===== src/rtl/wbx_pkg.sv =====
// Shared types and bus widths for the wbx multi-master arbiter.
package wbx_pkg;

  localparam int WBX_ADR_W = 16;
  localparam int WBX_SEL_W = 4;
  localparam int WBX_DAT_W = 32;

  typedef enum logic [1:0] {
    IDLE  = 2'd0,
    OWNED = 2'd1,
    DRAIN = 2'd2
  } wbx_arb_state_t;

endpackage


===== src/rtl/wbx_arbiter_if.sv =====
// Bus bundle between the requesting masters, the arbiter and the wbx_1master port.
// Handshake: stb is valid, !stall is ready; a request transfers on any cycle with
// cyc & stb & !stall, and exactly one ack returns later for each transferred request.
interface wbx_arbiter_if
  import wbx_pkg::*;
#(
  parameter int MASTER_NUM = 2
);

  logic [MASTER_NUM-1:0]           wbm_cyc_o;
  logic [MASTER_NUM-1:0]           wbm_stb_o;
  logic [MASTER_NUM-1:0]           wbm_we_o;
  logic [MASTER_NUM*WBX_ADR_W-1:0] wbm_adr_o;
  logic [MASTER_NUM*WBX_SEL_W-1:0] wbm_sel_o;
  logic [MASTER_NUM*WBX_DAT_W-1:0] wbm_dat_o;
  logic [WBX_DAT_W-1:0]            wbm_dat_i;
  logic [MASTER_NUM-1:0]           wbm_stall_i;
  logic [MASTER_NUM-1:0]           wbm_ack_i;

  logic                            wbs_cyc_i;
  logic                            wbs_stb_i;
  logic                            wbs_we_i;
  logic [WBX_ADR_W-1:0]            wbs_adr_i;
  logic [WBX_SEL_W-1:0]            wbs_sel_i;
  logic [WBX_DAT_W-1:0]            wbs_dat_i;
  logic [WBX_DAT_W-1:0]            wbs_dat_o;
  logic                            wbs_stall_o;
  logic                            wbs_ack_o;

  // Arbiter view: takes master requests and the downstream response.
  modport slave (
    input  wbm_cyc_o, wbm_stb_o, wbm_we_o, wbm_adr_o, wbm_sel_o, wbm_dat_o,
    input  wbs_dat_o, wbs_stall_o, wbs_ack_o,
    output wbm_dat_i, wbm_stall_i, wbm_ack_i,
    output wbs_cyc_i, wbs_stb_i, wbs_we_i, wbs_adr_i, wbs_sel_i, wbs_dat_i
  );

  // Environment view: the masters plus the downstream wbx_1master port.
  modport master (
    output wbm_cyc_o, wbm_stb_o, wbm_we_o, wbm_adr_o, wbm_sel_o, wbm_dat_o,
    output wbs_dat_o, wbs_stall_o, wbs_ack_o,
    input  wbm_dat_i, wbm_stall_i, wbm_ack_i,
    input  wbs_cyc_i, wbs_stb_i, wbs_we_i, wbs_adr_i, wbs_sel_i, wbs_dat_i
  );

endinterface


===== src/rtl/wbx_arbiter_pick.sv =====
// Combinational picker: first requester found searching upward from start_i, wrapping.
module wbx_arbiter_pick #(
  parameter int MASTER_NUM = 2,
  parameter int PTR_W      = $clog2(MASTER_NUM)
) (
  input  logic [MASTER_NUM-1:0] req_i,
  input  logic [PTR_W-1:0]      start_i,
  output logic [MASTER_NUM-1:0] gnt_o
);

  always_comb begin
    logic [PTR_W:0]   sum;
    logic [PTR_W-1:0] idx;
    logic             found;
    gnt_o = '0;
    found = 1'b0;
    sum   = '0;
    idx   = '0;
    for (int i = 0; i < MASTER_NUM; i++) begin
      sum = {1'b0, start_i} + (PTR_W+1)'(i);
      if (sum >= (PTR_W+1)'(MASTER_NUM)) sum = sum - (PTR_W+1)'(MASTER_NUM);
      idx = sum[PTR_W-1:0];
      if (!found && req_i[idx]) begin
        gnt_o[idx] = 1'b1;
        found      = 1'b1;
      end
    end
  end

endmodule


===== src/rtl/wbx_arbiter.sv =====
// Wishbone B4 pipelined multi-master arbiter in front of wbx_1master.
// Define WBX_ARBITER_ROUND_ROBIN_EN for round-robin picking; otherwise lowest index wins.
module wbx_arbiter
  import wbx_pkg::*;
#(
  parameter int MASTER_NUM    = 2,
  parameter int MAX_PENDING   = 4,
  parameter int DRAIN_TIMEOUT = 15
) (
  input  logic                               wb_clk_i,
  input  logic                               wb_rst_ni,
  wbx_arbiter_if.slave                       bus,
  output logic [MASTER_NUM-1:0]              grant_o,
  output wbx_arb_state_t                     dbg_state_o,
  output logic [$clog2(MAX_PENDING+1)-1:0]   dbg_pending_o
);

  localparam int PTR_W = $clog2(MASTER_NUM);
  localparam int PCW   = $clog2(MAX_PENDING+1);
  localparam int TW    = $clog2(DRAIN_TIMEOUT+1);
  localparam logic [PCW-1:0] PEND_MAX = PCW'(MAX_PENDING);
  localparam logic [TW-1:0]  TMO_LAST = TW'(DRAIN_TIMEOUT-1);

  wbx_arb_state_t          state_q;
  logic [MASTER_NUM-1:0]   grant_q;
  logic [PCW-1:0]          pending_q, pending_nxt;
  logic [TW-1:0]           drain_cnt_q;
  logic [MASTER_NUM-1:0]   pick_gnt;
  logic [PTR_W-1:0]        pick_start;

  logic                    gnt_cyc, gnt_stb, gnt_we;
  logic [WBX_ADR_W-1:0]    gnt_adr;
  logic [WBX_SEL_W-1:0]    gnt_sel;
  logic [WBX_DAT_W-1:0]    gnt_dat;
  logic                    pend_full, stb_out, accept, ack_dec;
  logic [MASTER_NUM-1:0]   stall_vec, ack_vec;

`ifdef WBX_ARBITER_ROUND_ROBIN_EN
  logic [PTR_W-1:0]        rr_ptr_q, win_idx, rr_ptr_nxt;
  assign pick_start = rr_ptr_q;

  always_comb begin
    win_idx = '0;
    for (int m = 0; m < MASTER_NUM; m++) begin
      if (pick_gnt[m]) win_idx = PTR_W'(m);
    end
    rr_ptr_nxt = (win_idx == PTR_W'(MASTER_NUM-1)) ? '0 : win_idx + 1'b1;
  end
`else
  assign pick_start = '0;
`endif

  wbx_arbiter_pick #(
    .MASTER_NUM (MASTER_NUM),
    .PTR_W      (PTR_W)
  ) u_pick (
    .req_i   (bus.wbm_cyc_o),
    .start_i (pick_start),
    .gnt_o   (pick_gnt)
  );

  // AND-OR mux on the registered grant: an empty grant yields all-zero downstream.
  always_comb begin
    gnt_cyc = 1'b0;
    gnt_stb = 1'b0;
    gnt_we  = 1'b0;
    gnt_adr = '0;
    gnt_sel = '0;
    gnt_dat = '0;
    for (int m = 0; m < MASTER_NUM; m++) begin
      if (grant_q[m]) begin
        gnt_cyc = gnt_cyc | bus.wbm_cyc_o[m];
        gnt_stb = gnt_stb | bus.wbm_stb_o[m];
        gnt_we  = gnt_we  | bus.wbm_we_o[m];
        gnt_adr = gnt_adr | bus.wbm_adr_o[m*WBX_ADR_W +: WBX_ADR_W];
        gnt_sel = gnt_sel | bus.wbm_sel_o[m*WBX_SEL_W +: WBX_SEL_W];
        gnt_dat = gnt_dat | bus.wbm_dat_o[m*WBX_DAT_W +: WBX_DAT_W];
      end
    end
  end

  assign pend_full = (pending_q >= PEND_MAX);
  assign stb_out   = gnt_cyc & gnt_stb & ~pend_full;
  assign accept    = stb_out & ~bus.wbs_stall_o;
  assign ack_dec   = bus.wbs_ack_o & (pending_q != '0);

  always_comb begin
    pending_nxt = pending_q;
    case ({accept, ack_dec})
      2'b10:   pending_nxt = pending_q + 1'b1;
      2'b01:   pending_nxt = pending_q - 1'b1;
      default: pending_nxt = pending_q;
    endcase
  end

  always_comb begin
    stall_vec = '1;
    ack_vec   = '0;
    for (int m = 0; m < MASTER_NUM; m++) begin
      if (grant_q[m]) begin
        stall_vec[m] = bus.wbs_stall_o | pend_full;
        ack_vec[m]   = bus.wbs_ack_o;
      end
    end
  end

  assign bus.wbs_cyc_i   = gnt_cyc;
  assign bus.wbs_stb_i   = stb_out;
  assign bus.wbs_we_i    = gnt_we;
  assign bus.wbs_adr_i   = gnt_adr;
  assign bus.wbs_sel_i   = gnt_sel;
  assign bus.wbs_dat_i   = gnt_dat;
  assign bus.wbm_dat_i   = bus.wbs_dat_o;
  assign bus.wbm_stall_i = stall_vec;
  assign bus.wbm_ack_i   = ack_vec;

  assign grant_o       = grant_q;
  assign dbg_state_o   = state_q;
  assign dbg_pending_o = pending_q;

  always_ff @(posedge wb_clk_i or negedge wb_rst_ni) begin
    if (!wb_rst_ni) begin
      state_q     <= IDLE;
      grant_q     <= '0;
      pending_q   <= '0;
      drain_cnt_q <= '0;
`ifdef WBX_ARBITER_ROUND_ROBIN_EN
      rr_ptr_q    <= '0;
`endif
    end else begin
      pending_q <= pending_nxt;
      case (state_q)
        IDLE: begin
          if (|bus.wbm_cyc_o) begin
            grant_q <= pick_gnt;
            state_q <= OWNED;
`ifdef WBX_ARBITER_ROUND_ROBIN_EN
            rr_ptr_q <= rr_ptr_nxt;
`endif
          end
        end
        OWNED: begin
          if (!gnt_cyc) begin
            grant_q     <= '0;
            drain_cnt_q <= '0;
            // Requests still in flight make this an aborted cycle: their acks must be eaten.
            state_q     <= (pending_nxt == '0) ? IDLE : DRAIN;
          end
        end
        DRAIN: begin
          if (pending_nxt == '0) begin
            state_q     <= IDLE;
            drain_cnt_q <= '0;
          end else if (drain_cnt_q == TMO_LAST) begin
            state_q     <= IDLE;
            pending_q   <= '0;
            drain_cnt_q <= '0;
          end else begin
            drain_cnt_q <= drain_cnt_q + 1'b1;
          end
        end
        default: begin
          state_q <= IDLE;
          grant_q <= '0;
        end
      endcase
    end
  end

endmodule


===== src/flat_wrapper.sv =====
// flat-port wrapper written by rule: the top's interface ports become plain ports
module wbx_arbiter_flat import wbx_pkg::*;
#(
  parameter int MASTER_NUM    = 2,
  parameter int MAX_PENDING   = 4,
  parameter int DRAIN_TIMEOUT = 15
)
  (wb_clk_i, wb_rst_ni, grant_o, dbg_state_o, dbg_pending_o, bus_wbm_cyc_o, bus_wbm_stb_o, bus_wbm_we_o, bus_wbm_adr_o, bus_wbm_sel_o, bus_wbm_dat_o, bus_wbs_dat_o, bus_wbs_stall_o, bus_wbs_ack_o, bus_wbm_dat_i, bus_wbm_stall_i, bus_wbm_ack_i, bus_wbs_cyc_i, bus_wbs_stb_i, bus_wbs_we_i, bus_wbs_adr_i, bus_wbs_sel_i, bus_wbs_dat_i);
  wbx_arbiter_if #(.MASTER_NUM(MASTER_NUM)) bus_i ();
  input  logic wb_clk_i;
  input  logic wb_rst_ni;
  output logic [MASTER_NUM-1:0] grant_o;
  output wbx_arb_state_t dbg_state_o;
  output logic [$clog2(MAX_PENDING+1)-1:0] dbg_pending_o;
  input wire logic [$bits(bus_i.wbm_cyc_o)-1:0] bus_wbm_cyc_o;
  input wire logic [$bits(bus_i.wbm_stb_o)-1:0] bus_wbm_stb_o;
  input wire logic [$bits(bus_i.wbm_we_o)-1:0] bus_wbm_we_o;
  input wire logic [$bits(bus_i.wbm_adr_o)-1:0] bus_wbm_adr_o;
  input wire logic [$bits(bus_i.wbm_sel_o)-1:0] bus_wbm_sel_o;
  input wire logic [$bits(bus_i.wbm_dat_o)-1:0] bus_wbm_dat_o;
  input wire logic [$bits(bus_i.wbs_dat_o)-1:0] bus_wbs_dat_o;
  input wire logic [$bits(bus_i.wbs_stall_o)-1:0] bus_wbs_stall_o;
  input wire logic [$bits(bus_i.wbs_ack_o)-1:0] bus_wbs_ack_o;
  output wire logic [$bits(bus_i.wbm_dat_i)-1:0] bus_wbm_dat_i;
  output wire logic [$bits(bus_i.wbm_stall_i)-1:0] bus_wbm_stall_i;
  output wire logic [$bits(bus_i.wbm_ack_i)-1:0] bus_wbm_ack_i;
  output wire logic [$bits(bus_i.wbs_cyc_i)-1:0] bus_wbs_cyc_i;
  output wire logic [$bits(bus_i.wbs_stb_i)-1:0] bus_wbs_stb_i;
  output wire logic [$bits(bus_i.wbs_we_i)-1:0] bus_wbs_we_i;
  output wire logic [$bits(bus_i.wbs_adr_i)-1:0] bus_wbs_adr_i;
  output wire logic [$bits(bus_i.wbs_sel_i)-1:0] bus_wbs_sel_i;
  output wire logic [$bits(bus_i.wbs_dat_i)-1:0] bus_wbs_dat_i;
  assign bus_i.wbm_cyc_o = bus_wbm_cyc_o;
  assign bus_i.wbm_stb_o = bus_wbm_stb_o;
  assign bus_i.wbm_we_o = bus_wbm_we_o;
  assign bus_i.wbm_adr_o = bus_wbm_adr_o;
  assign bus_i.wbm_sel_o = bus_wbm_sel_o;
  assign bus_i.wbm_dat_o = bus_wbm_dat_o;
  assign bus_i.wbs_dat_o = bus_wbs_dat_o;
  assign bus_i.wbs_stall_o = bus_wbs_stall_o;
  assign bus_i.wbs_ack_o = bus_wbs_ack_o;
  assign bus_wbm_dat_i = bus_i.wbm_dat_i;
  assign bus_wbm_stall_i = bus_i.wbm_stall_i;
  assign bus_wbm_ack_i = bus_i.wbm_ack_i;
  assign bus_wbs_cyc_i = bus_i.wbs_cyc_i;
  assign bus_wbs_stb_i = bus_i.wbs_stb_i;
  assign bus_wbs_we_i = bus_i.wbs_we_i;
  assign bus_wbs_adr_i = bus_i.wbs_adr_i;
  assign bus_wbs_sel_i = bus_i.wbs_sel_i;
  assign bus_wbs_dat_i = bus_i.wbs_dat_i;
  wbx_arbiter #(.MASTER_NUM(MASTER_NUM), .MAX_PENDING(MAX_PENDING), .DRAIN_TIMEOUT(DRAIN_TIMEOUT)) u_core (.wb_clk_i(wb_clk_i), .wb_rst_ni(wb_rst_ni), .bus(bus_i), .grant_o(grant_o), .dbg_state_o(dbg_state_o), .dbg_pending_o(dbg_pending_o));
endmodule

===== config.mk =====
export PLATFORM = sky130hd
export DESIGN_NAME = wbx_arbiter_flat
export DESIGN_NICKNAME = d
export VERILOG_FILES = /design/src/rtl/wbx_pkg.sv /design/src/rtl/wbx_arbiter_if.sv /design/src/rtl/wbx_arbiter_pick.sv /design/src/rtl/wbx_arbiter.sv /design/src/flat_wrapper.sv
export SDC_FILE = /design/constraint.sdc
export NUM_CORES = 1
export LEC_CHECK = 0
export ABC_AREA = 1
export CAP_MARGIN = 0
export CORE_AREA = 2 2 94 96
export CTS_CLUSTER_DIAMETER = 40
export DETAILED_ROUTE_END_ITERATION = 6
export DIE_AREA = 0 0 96 98
export DONT_BUFFER_PORTS = 1
export PLACE_DENSITY = 0.37
export RECOVER_POWER = 100
export SLEW_MARGIN = 10
export SYNTH_ARGS = -nofsm -noshare
export SYNTH_HDL_FRONTEND = slang
export SYNTH_SLANG_ARGS = --single-unit

===== constraint.sdc =====
create_clock -name wb_clk_i -period 5.63 [get_ports wb_clk_i]
set_input_delay 1.4075 -clock wb_clk_i [delete_from_list [all_inputs] [get_ports wb_clk_i]]
set_output_delay 1.4075 -clock wb_clk_i [all_outputs]
set_load 0.01 [all_outputs]

==> results of run 1 <==
[cell families (layout without fill, tap and decap cells)]
kind of cell               count (synthesis)  count (layout)  share of synthesized area [%]
AOI/OAI and AO/OA                         65              65                          37.37
buffers and inverters                     64              23                          25.34
and+or+nand+nor                           46              46                          13.40
DFF                                       11              11                          18.77
adders and majority gates                  4               4                          3.925
xor gates and xnor gates                   2               2                          1.195
[registers in the layout (all words and copies together) (netlist names)]
signal and cells:
u_core.dbg_pending_o 3, u_core.drain_cnt_q 4, u_core.grant_o 2, u_core.dbg_state_o 2
[synth_stat cells (2+ instances only)]
cell type	instances
inv_1	16
dfrtp_1	11
o21a_1	2
buf_2	9
nand3_1	17
nand2_1	24
buf_4	32
ha_1	3
a22o_1	53
clkbuf_1	4
o21ai_1	6
xor2_1	2
nor2_1	4
inv_2	3
[through the flow]
| step | instance area [um2] | hold WS [ns] | cells | util, % |
|---|---|---|---|---|
| 5_1_grt | 1340 | 0.6411 | 259 | 15.83 |
| 3_3_place_gp | 1304 | 0.5685 | 255 | 15.40 |
| 4_1_cts | 1349 | 0.5874 | 259 | 15.93 |
| 2_1_floorplan | 1466 | 0.5266 | 192 | - |
| 3_5_place_dp | 1304 | 0.5750 | 255 | 15.40 |
| 6_report | 1340 | 0.5693 | 259 | 15.83 |
[cell type report]
class | instances | area [um2]
fillers | 959 | 7126
clock buffers | 4 | 45.04
well taps | 108 | 135.1
flip-flops and latches | 11 | 275.3
inverters | 19 | 71.32
multi-input cells | 117 | 813.3
[worst max-delay path, delay by kind of cell, from the launching register on]
| kind | cells | cell delay, ns |
|---|---|---|
| flip-flops | 1 | 1.55 |
| AO/OA/AOI/OAI | 2 | 0.70 |
| buffers and inverters | 2 | 0.33 |
[path summary, 6_finish.rpt]
check | end | cells past startpoint | slack, ns | startpoint
worst max-delay path | bus_wbs_stb_i | 4 | 1.42 | u_core.grant_o[0]
worst min-delay path | u_core.drain_cnt_q[3] | 2 | 0.57 | u_core.drain_cnt_q[3]
worst max register to register | u_core.dbg_state_o[1] | 13 | 1.54 | u_core.grant_o[0]
worst min register to register | u_core.drain_cnt_q[3] | 2 | 0.57 | u_core.drain_cnt_q[3]
max in group asynchronous | u_core.grant_o[1] | 0 | 4.69 | wb_rst_ni
min in group asynchronous | u_core.dbg_pending_o[2] | 0 | 0.86 | wb_rst_ni
[power groups by stage]
stage | registers [W] | clock network [W] | logic, W
2_1_floorplan | 0.000154 | 0 | 0.000495
3_3_place_gp | 0.000260 | 0 | 0.000455
3_5_place_dp | 0.000263 | 0 | 0.000450
4_1_cts | 0.000262 | 0.0000828 | 0.000452
5_1_grt | 0.000276 | 0.0000864 | 0.000508
6_report | 0.000256 | 0.0000802 | 0.000448
[routing by layer]
layer	up-vias	share of wire, %	track usage, %
li1	577	-	-
met1	563	43	12.94
met2	118	47	13.68
met3	0	10	2.392
met4	0	0	0.9890
met5	-	0	0
==> flow_summary.json, run 1 <==
{
  "drv_slew": 118,
  "clock_path_buffers": 2,
  "place_congestion": 0.6716,
  "rows": 34,
  "initial_core_util_pct": 17.32,
  "postCtsSetupBuffers": 0,
  "rsz0062_at_grt": "no",
  "drive_gt1_share_pct": 3.974,
  "drt_wl_total_mm": 4.883,
  "htreeDepth": 1,
  "postCtsHoldBufs": 0,
  "clock_skew_ns": 0.005810,
  "worst_setup_path_end_kind": "output port",
  "layout_common_cells": "53 x a22o_1, 24 x nand2_1, 17 x nand3_1",
  "drc": 0,
  "setup_violations": 0,
  "antenna_found_initial": 0,
  "grt_pass1_wl_mm": 6.354,
  "ys_seq_area_share_pct": 18.77,
  "io_buffer_count": 0,
  "final_common_cell": "a22o_1",
  "maxCapViolations": 2,
  "path_class": "reg -> out",
  "path_max_fanout": 59,
  "cp.arrival_ns": 2.81,
  "ys_ff_latch": 11,
  "clockRootBuffer": "clkbuf_8",
  "slowest_delay_ns": 1.55,
  "via_per_inst": 4.857,
  "crit_required_ns": 4.22,
  "syn2layout_area_growth_pct": -8.617,
  "pin_count": 244,
  "seqPwrFrac_pct": 32.6,
  "synth_edf_count": 0,
  "drt_iter0_markers": 67,
  "ys_types": 20,
  "clock.fmax_mhz": 237.3,
  "clkPwrFrac_pct": 10.2,
  "power_frac_comb_pct": 57.2,
  "status": "finished with violations",
  "power_switching_w": 0.0004402,
  "wl_per_cell_um": 18.85,
  "intPower_w": 0.0003438,
  "p_leak_nw": 0.6122,
  "synthFlopType": "dfrtp_1",
  "core_um2": 8466,
  "globalRoute.totalOverflow": 0,
  "hold_violations": 0,
  "violations": "capacitance limit, slew limit",
  "cts_resized": 0,
  "yosysTopAreaCell": "a22o_1",
  "synth_area_leaders": "a22o_1 32%, dfrtp_1 19%, buf_4 16%, nand2_1 6.1%, nand3_1 5.8%",
  "hpwl_mm": 4.123,
  "clk_pin_slew_ns": 0.05,
  "power.total_w": 0.0007841,
  "cts_tree": "yes",
  "slew_headroom_pct": -24.18,
  "setup-tns-final_ns": 0,
  "syn-cell-area_um2": 1466,
  "layout.nets": 302,
  "p_sw_share_pct": 56.15,
  "diodes": 0,
  "cts_sinks": 11,
  "cts-buffers-inserted": 3,
  "synthArstFlopShare_pct": 100.0,
  "yosysWarnings": 0,
  "cp_cell_sequence": "inv_1, o22ai_1, clkinv_1, a211oi_2",
  "syn_avg_cell_area_um2": 7.638,
  "die_height_um": 98,
  "die-area_um2": 9408,
  "synthDominantCellAreaShare_pct": 31.66,
  "first_global_vias": 1108,
  "synth.net_count": 342,
  "critical-path-slowest-cell": "dfrtp_1",
  "start_kind": "register",
  "hold_path.class": "reg -> reg",
  "timing.final.crit_share_pct": 74.86,
  "syn_inst": 192,
  "finalWorstSetupSlack_ns": 1.415,
  "die_x_um": 96,
  "vdd_drop_max_v": 0.0004370,
  "vias": 1258,
  "clkLatencyLatePin_ns": 0.24,
  "track_usage_pct": 8.941,
  "grt_max_degree": 60,
  "layout_min_cycle_time_ns": 4.215,
  "ant_nets": 0,
  "drt-pass1-iter-count": 4,
  "preCtsSetupSlack_ns": 2.032,
  "worstMarginPinSlew_ns": 1.863,
  "power_per_cell_area_nw_per_um2": 585.1
}
Power figures use the tool's default switching activity.
==> inputs of run 2 (changes only) <==
Clock period 5.63 ns to 4 ns, I/O delays scaled along.
==> run 2 against run 1 <==
Compared with the run above:
- the flow now finishes without violations
- final cell count is 0.77% higher
- clock-buffer cell count stayed put
- core utilization is 0.089 points higher
- largest power group unchanged
- combinational power is 70% higher
- clock skew is 0.0017 ns lower
- worst hold slack worse by 0.12 ns
- clock power is 45% higher
- final area is 0.56% higher
==> flow_summary.json, run 2 (synthesis results as in run 1) <==
{
  "hpwl_mm": 4.192,
  "rsz0062_at_grt": "no",
  "preCtsSetupSlack_ns": 0.7811,
  "drt_iter0_markers": 71,
  "power.total_w": 0.001106,
  "drt-pass1-iter-count": 5,
  "clockRootBuffer": "clkbuf_8",
  "maxCapViolations": 0,
  "die-area_um2": 9408,
  "crit_required_ns": 4.12,
  "place_congestion": 0.7160,
  "wl_met2_mm": 2.385,
  "layout_common_cells": "53 x a22o_1, 24 x nand2_1, 17 x nand3_1",
  "worstReg2RegEnd": "u_core.drain_cnt_q[1]",
  "postCtsHoldBufs": 0,
  "cts_sinks": 11,
  "routedLengthMet1_mm": 2.156,
  "fin_cells": 261,
  "setup_violations": 0,
  "rr_worst_depth": 13,
  "rows": 34,
  "drt_wl_total_mm": 5.052,
  "cts-buffers-inserted": 3,
  "initial_core_util_pct": 17.32,
  "post-place-cells": 257,
  "via_per_inst": 4.996,
  "path_class": "in -> reg",
  "final_common_cell": "a22o_1",
  "core_um2": 8466,
  "finalWorstSetupSlack_ns": 0.7360,
  "clkLatencyLatePin_ns": 0.24,
  "worst_setup_path_end_kind": "register",
  "drc": 0,
  "cts_resized": 0,
  "r2r_setup_slack_ns": 1.11,
  "grt_max_degree": 58,
  "vias": 1304,
  "wl_met3_um": 484,
  "syn2layout_area_growth_pct": -8.106,
  "top_layer": "met4",
  "cp.arrival_ns": 3.39,
  "largest_register": "u_core.drain_cnt_q",
  "clk_pin_slew_ns": 0.05,
  "wl_per_cell_um": 19.36,
  "clock_path_buffers": 2,
  "grt_pass1_wl_mm": 6.444,
  "drive_gt1_share_pct": 6.536,
  "slew_headroom_pct": 24.87,
  "pin_count": 244,
  "track_usage_pct": 9.144,
  "timing.final.crit_share_pct": 81.60,
  "vdd_drop_max_v": 0.0006607,
  "power_per_cell_area_nw_per_um2": 820.5,
  "layout_min_cycle_time_ns": 3.264,
  "fin_util_pct": 15.92,
  "hold_path.class": "in -> async",
  "first_global_vias": 1108,
  "p_leak_nw": 0.6192,
  "htreeDepth": 1,
  "layout.nets": 304,
  "cts_tree": "yes",
  "clock_skew_ns": 0.004113,
  "antenna_found_initial": 0,
  "drv_slew": 0,
  "globalRoute.totalOverflow": 0,
  "status": "complete, no violations",
  "r2r-start": "u_core.grant_o[1]",
  "die_x_um": 96,
  "ant_nets": 0,
  "hold_violations": 0,
  "clock.fmax_mhz": 306.4,
  "path_max_fanout": 5,
  "worstMarginPinSlew_ns": 1.127,
  "io_buffer_count": 0,
  "largest_reg_flops": 4,
  "diodes": 0,
  "die_height_um": 98,
  "start_kind": "primary input",
  "postCtsSetupBuffers": 0,
  "setup-tns-final_ns": 0
}
==> run 2: worst max path at each step <==
stage | start | endpoint | cells past startpoint
2_1_floorplan | bus_wbm_cyc_o[1] | u_core.dbg_state_o[1] | 13
3_3_place_gp | bus_wbm_cyc_o[0] | u_core.dbg_state_o[1] | 13
3_5_place_dp | bus_wbm_cyc_o[0] | u_core.dbg_state_o[1] | 13
4_1_cts | bus_wbm_cyc_o[0] | u_core.dbg_state_o[1] | 13
5_1_grt | bus_wbm_cyc_o[0] | u_core.drain_cnt_q[1] | 14
6_report | bus_wbm_cyc_o[0] | u_core.drain_cnt_q[1] | 13
==> run 2: routing by layer <==
| layer | up-vias | global-route usage (%) |
|---|---|---|
| met5 | - | 0 |
| met4 | 0 | 1.978 |
| met3 | 4 | 2.469 |
| met2 | 110 | 13.73 |
| met1 | 613 | 13.03 |
| li1 | 577 | - |
==> run 2: layout make-up <==
type	instances	area, um2
well taps	108	135.1
flip-flops and latches	11	277.8
inverters	19	71.32
clock buffers	4	45.04
multi-input cells	117	808.3
repair buffers	2	10.01
fillers	968	7118
==> run 2: worst max-delay path: stages <==
cell and delay (ns):
inv_1 0.05, o22ai_1 0.38, inv_2 0.07, a211oi_1 0.43
nand2_1 0.12, ha_1 0.25, fa_1 0.43, nand2_1 0.07
nand2_1 0.06, nor2_1 0.11, nand3_1 0.19, nand3_1 0.15
o21ai_0 0.09
==> run 2: through the flow <==
stage | cell area, um2 | hold WS, ns
floorplan | 1466 | 0.5266
global placement | 1319 | 0.5679
detailed placement | 1319 | 0.5756
CTS | 1364 | 0.4454
global route | 1348 | 0.4358
finish | 1348 | 0.4481
==> run 2: where the power goes <==
group / total (W) / switching (W) / internal (W)
sequential: 0.000230 / 0.0000736 / 0.000157
combinational: 0.000760 / 0.000505 / 0.000255
clock: 0.000116 / 0.0000453 / 0.0000703
==> RTL edit: new RTL, config.mk and constraints of run 2 <==
Build with the macro `WBX_ARBITER_ROUND_ROBIN_EN` defined.
--- a/src/rtl/wbx_arbiter.sv
+++ b/src/rtl/wbx_arbiter.sv
@@ -1,4 +1,6 @@
 // Wishbone B4 pipelined multi-master arbiter in front of wbx_1master.
 // Define WBX_ARBITER_ROUND_ROBIN_EN for round-robin picking; otherwise lowest index wins.
+`define WBX_ARBITER_ROUND_ROBIN_EN
+
 module wbx_arbiter
   import wbx_pkg::*;
Formal check against the unedited RTL: not equivalent (a bounded check fails within 4 cycles, from zero or initial values and one cycle with wb_rst_ni low).
==> RTL edit against run 2 <==
Combinational power increased by 6.7%. Total power grew 7.7%. Setup slack got worse by 17 ps. Sequential cell count increased by 1. Worst hold slack improved by 3.8 ps. Highest routed layer unchanged. Area after synthesis is 2.4% higher. Core utilization grew 0.64 points. Wire length rose by 0.34%. Largest cell class unchanged. Final area up 4.0%. Fmax fell by 0.50%.
==> RTL edit: results (changes against run 2) <==
- Status: completed (unchanged)
- Root Buffer: clkbuf_8 (unchanged)
- Pleak: 0.646 nW (was 0.619 nW)
- Worst slew pin tran: 1090 ps (was 1130 ps)
- Synth area leaders: a22o_1 (31%), dfrtp_1 (20%), buf_4 (16%), nand2_1 (6.5%), nand3_1 (5.3%) (was a22o_1 (32%), dfrtp_1 (19%), buf_4 (16%), nand2_1 (6.1%), nand3_1 (5.8%))
- Synthesized area per cell: 7.66 um2 (was 7.64 um2)
- Top cells by count, synth: a22o_1 (53), buf_4 (32), nand2_1 (26) (was a22o_1 (53), buf_4 (32), nand2_1 (24))
- Fin util: 0.166 (was 0.159)
- 1st-iter DRT viols: 51 (was 71)
- Via density per instance: 5.15 (was 5.00)
- Seq/Total Area, Yosys: 0.200 (was 0.188)
- Worst Clk Skew: 7.25 ps (was 4.11 ps)
- Worst slack, placed: 709 ps (was 781 ps)
- Cell Area, Placed: 1360 um2 (was 1320 um2)
- Crit path arrival time: 3440 ps (was 3390 ps)
- WL per Instance: 19.1 um (was 19.4 um)
- Critical path fanouts, max: 4 (was 5)
- Placer Congestion: 0.704 (was 0.716)
- Internal Power: 0.531 mW (was 0.482 mW)
- Slowest stage delay, CP: 490 ps (was 430 ps)
- Post-DP HPWL: 4.32 mm (was 4.19 mm)
- Total GRT Usage: 0.0966 (was 0.0914)
- Peak supply drop: 0.315 mV (was 0.661 mV)
- Vias in the first global route: 1,189 (was 1,108)
- DP Cell Count: 262 (was 257)
- Seq power: 0.249 mW (was 0.230 mW)
- Number of nets in the layout: 309 (was 304)
- Final WL: 5.07 mm (was 5.05 mm)
- Combinational power share: 0.681 (was 0.687)
- Fraction of layout cells with a size suffix above 1: 0.0570 (was 0.0654)
- Fill cells: 959 (was 968)
RTL edit: metal layers:
layer | vias to the layer above | track usage | routed length, um | part of all wire
li1 | 593 | - | - | -
met1 | 645 | 0.139 | 2100 | 0.41
met2 | 130 | 0.145 | 2350 | 0.46
met3 | 2 | 0.0285 | 611 | 0.12
met4 | 0 | 0.0143 | 9 | 0.0018
met5 | - | 0 | 0 | 0
RTL edit: area by class of cell:
type / instances / area share
repair buffers: 2 / 0.00714
multi-input cells: 120 / 0.588
flip-flops and latches: 12 / 0.215
well taps: 108 / 0.0964
clock buffers: 4 / 0.0393
inverters: 20 / 0.0536
RTL edit: logic make-up (layout without fill, tap and decap cells):
group	count (synthesis)	after routing	share of synthesized area
AOI/OAI and AO/OA	66	66	0.368
xor gates and xnor gates	2	2	0.0117
adders and majority gates	4	4	0.0383
buffers and inverters	64	26	0.247
DFF	12	12	0.200
and+or+nand+nor	48	48	0.135
RTL edit: worst paths after layout:
check,startpoint,slack (ps),cells after the start,end
setup / recovery,bus_wbm_cyc_o[1],720,13,u_core.drain_cnt_q[1]$_DFFE_PN0P_
min in group wb_clk_i,u_core.pick_start$_DFFE_PN0P_,540,2,u_core.pick_start$_DFFE_PN0P_
hold / removal,wb_rst_ni,450,0,u_core.dbg_state_o[0]$_DFFE_PN0P_
hold reg to reg,u_core.pick_start$_DFFE_PN0P_,540,2,u_core.pick_start$_DFFE_PN0P_
max in group asynchronous,wb_rst_ni,3460,0,u_core.grant_o[1]$_DFFE_PN0P_
setup reg to reg,u_core.grant_o[0]$_DFFE_PN0P_,970,13,u_core.drain_cnt_q[1]$_DFFE_PN0P_
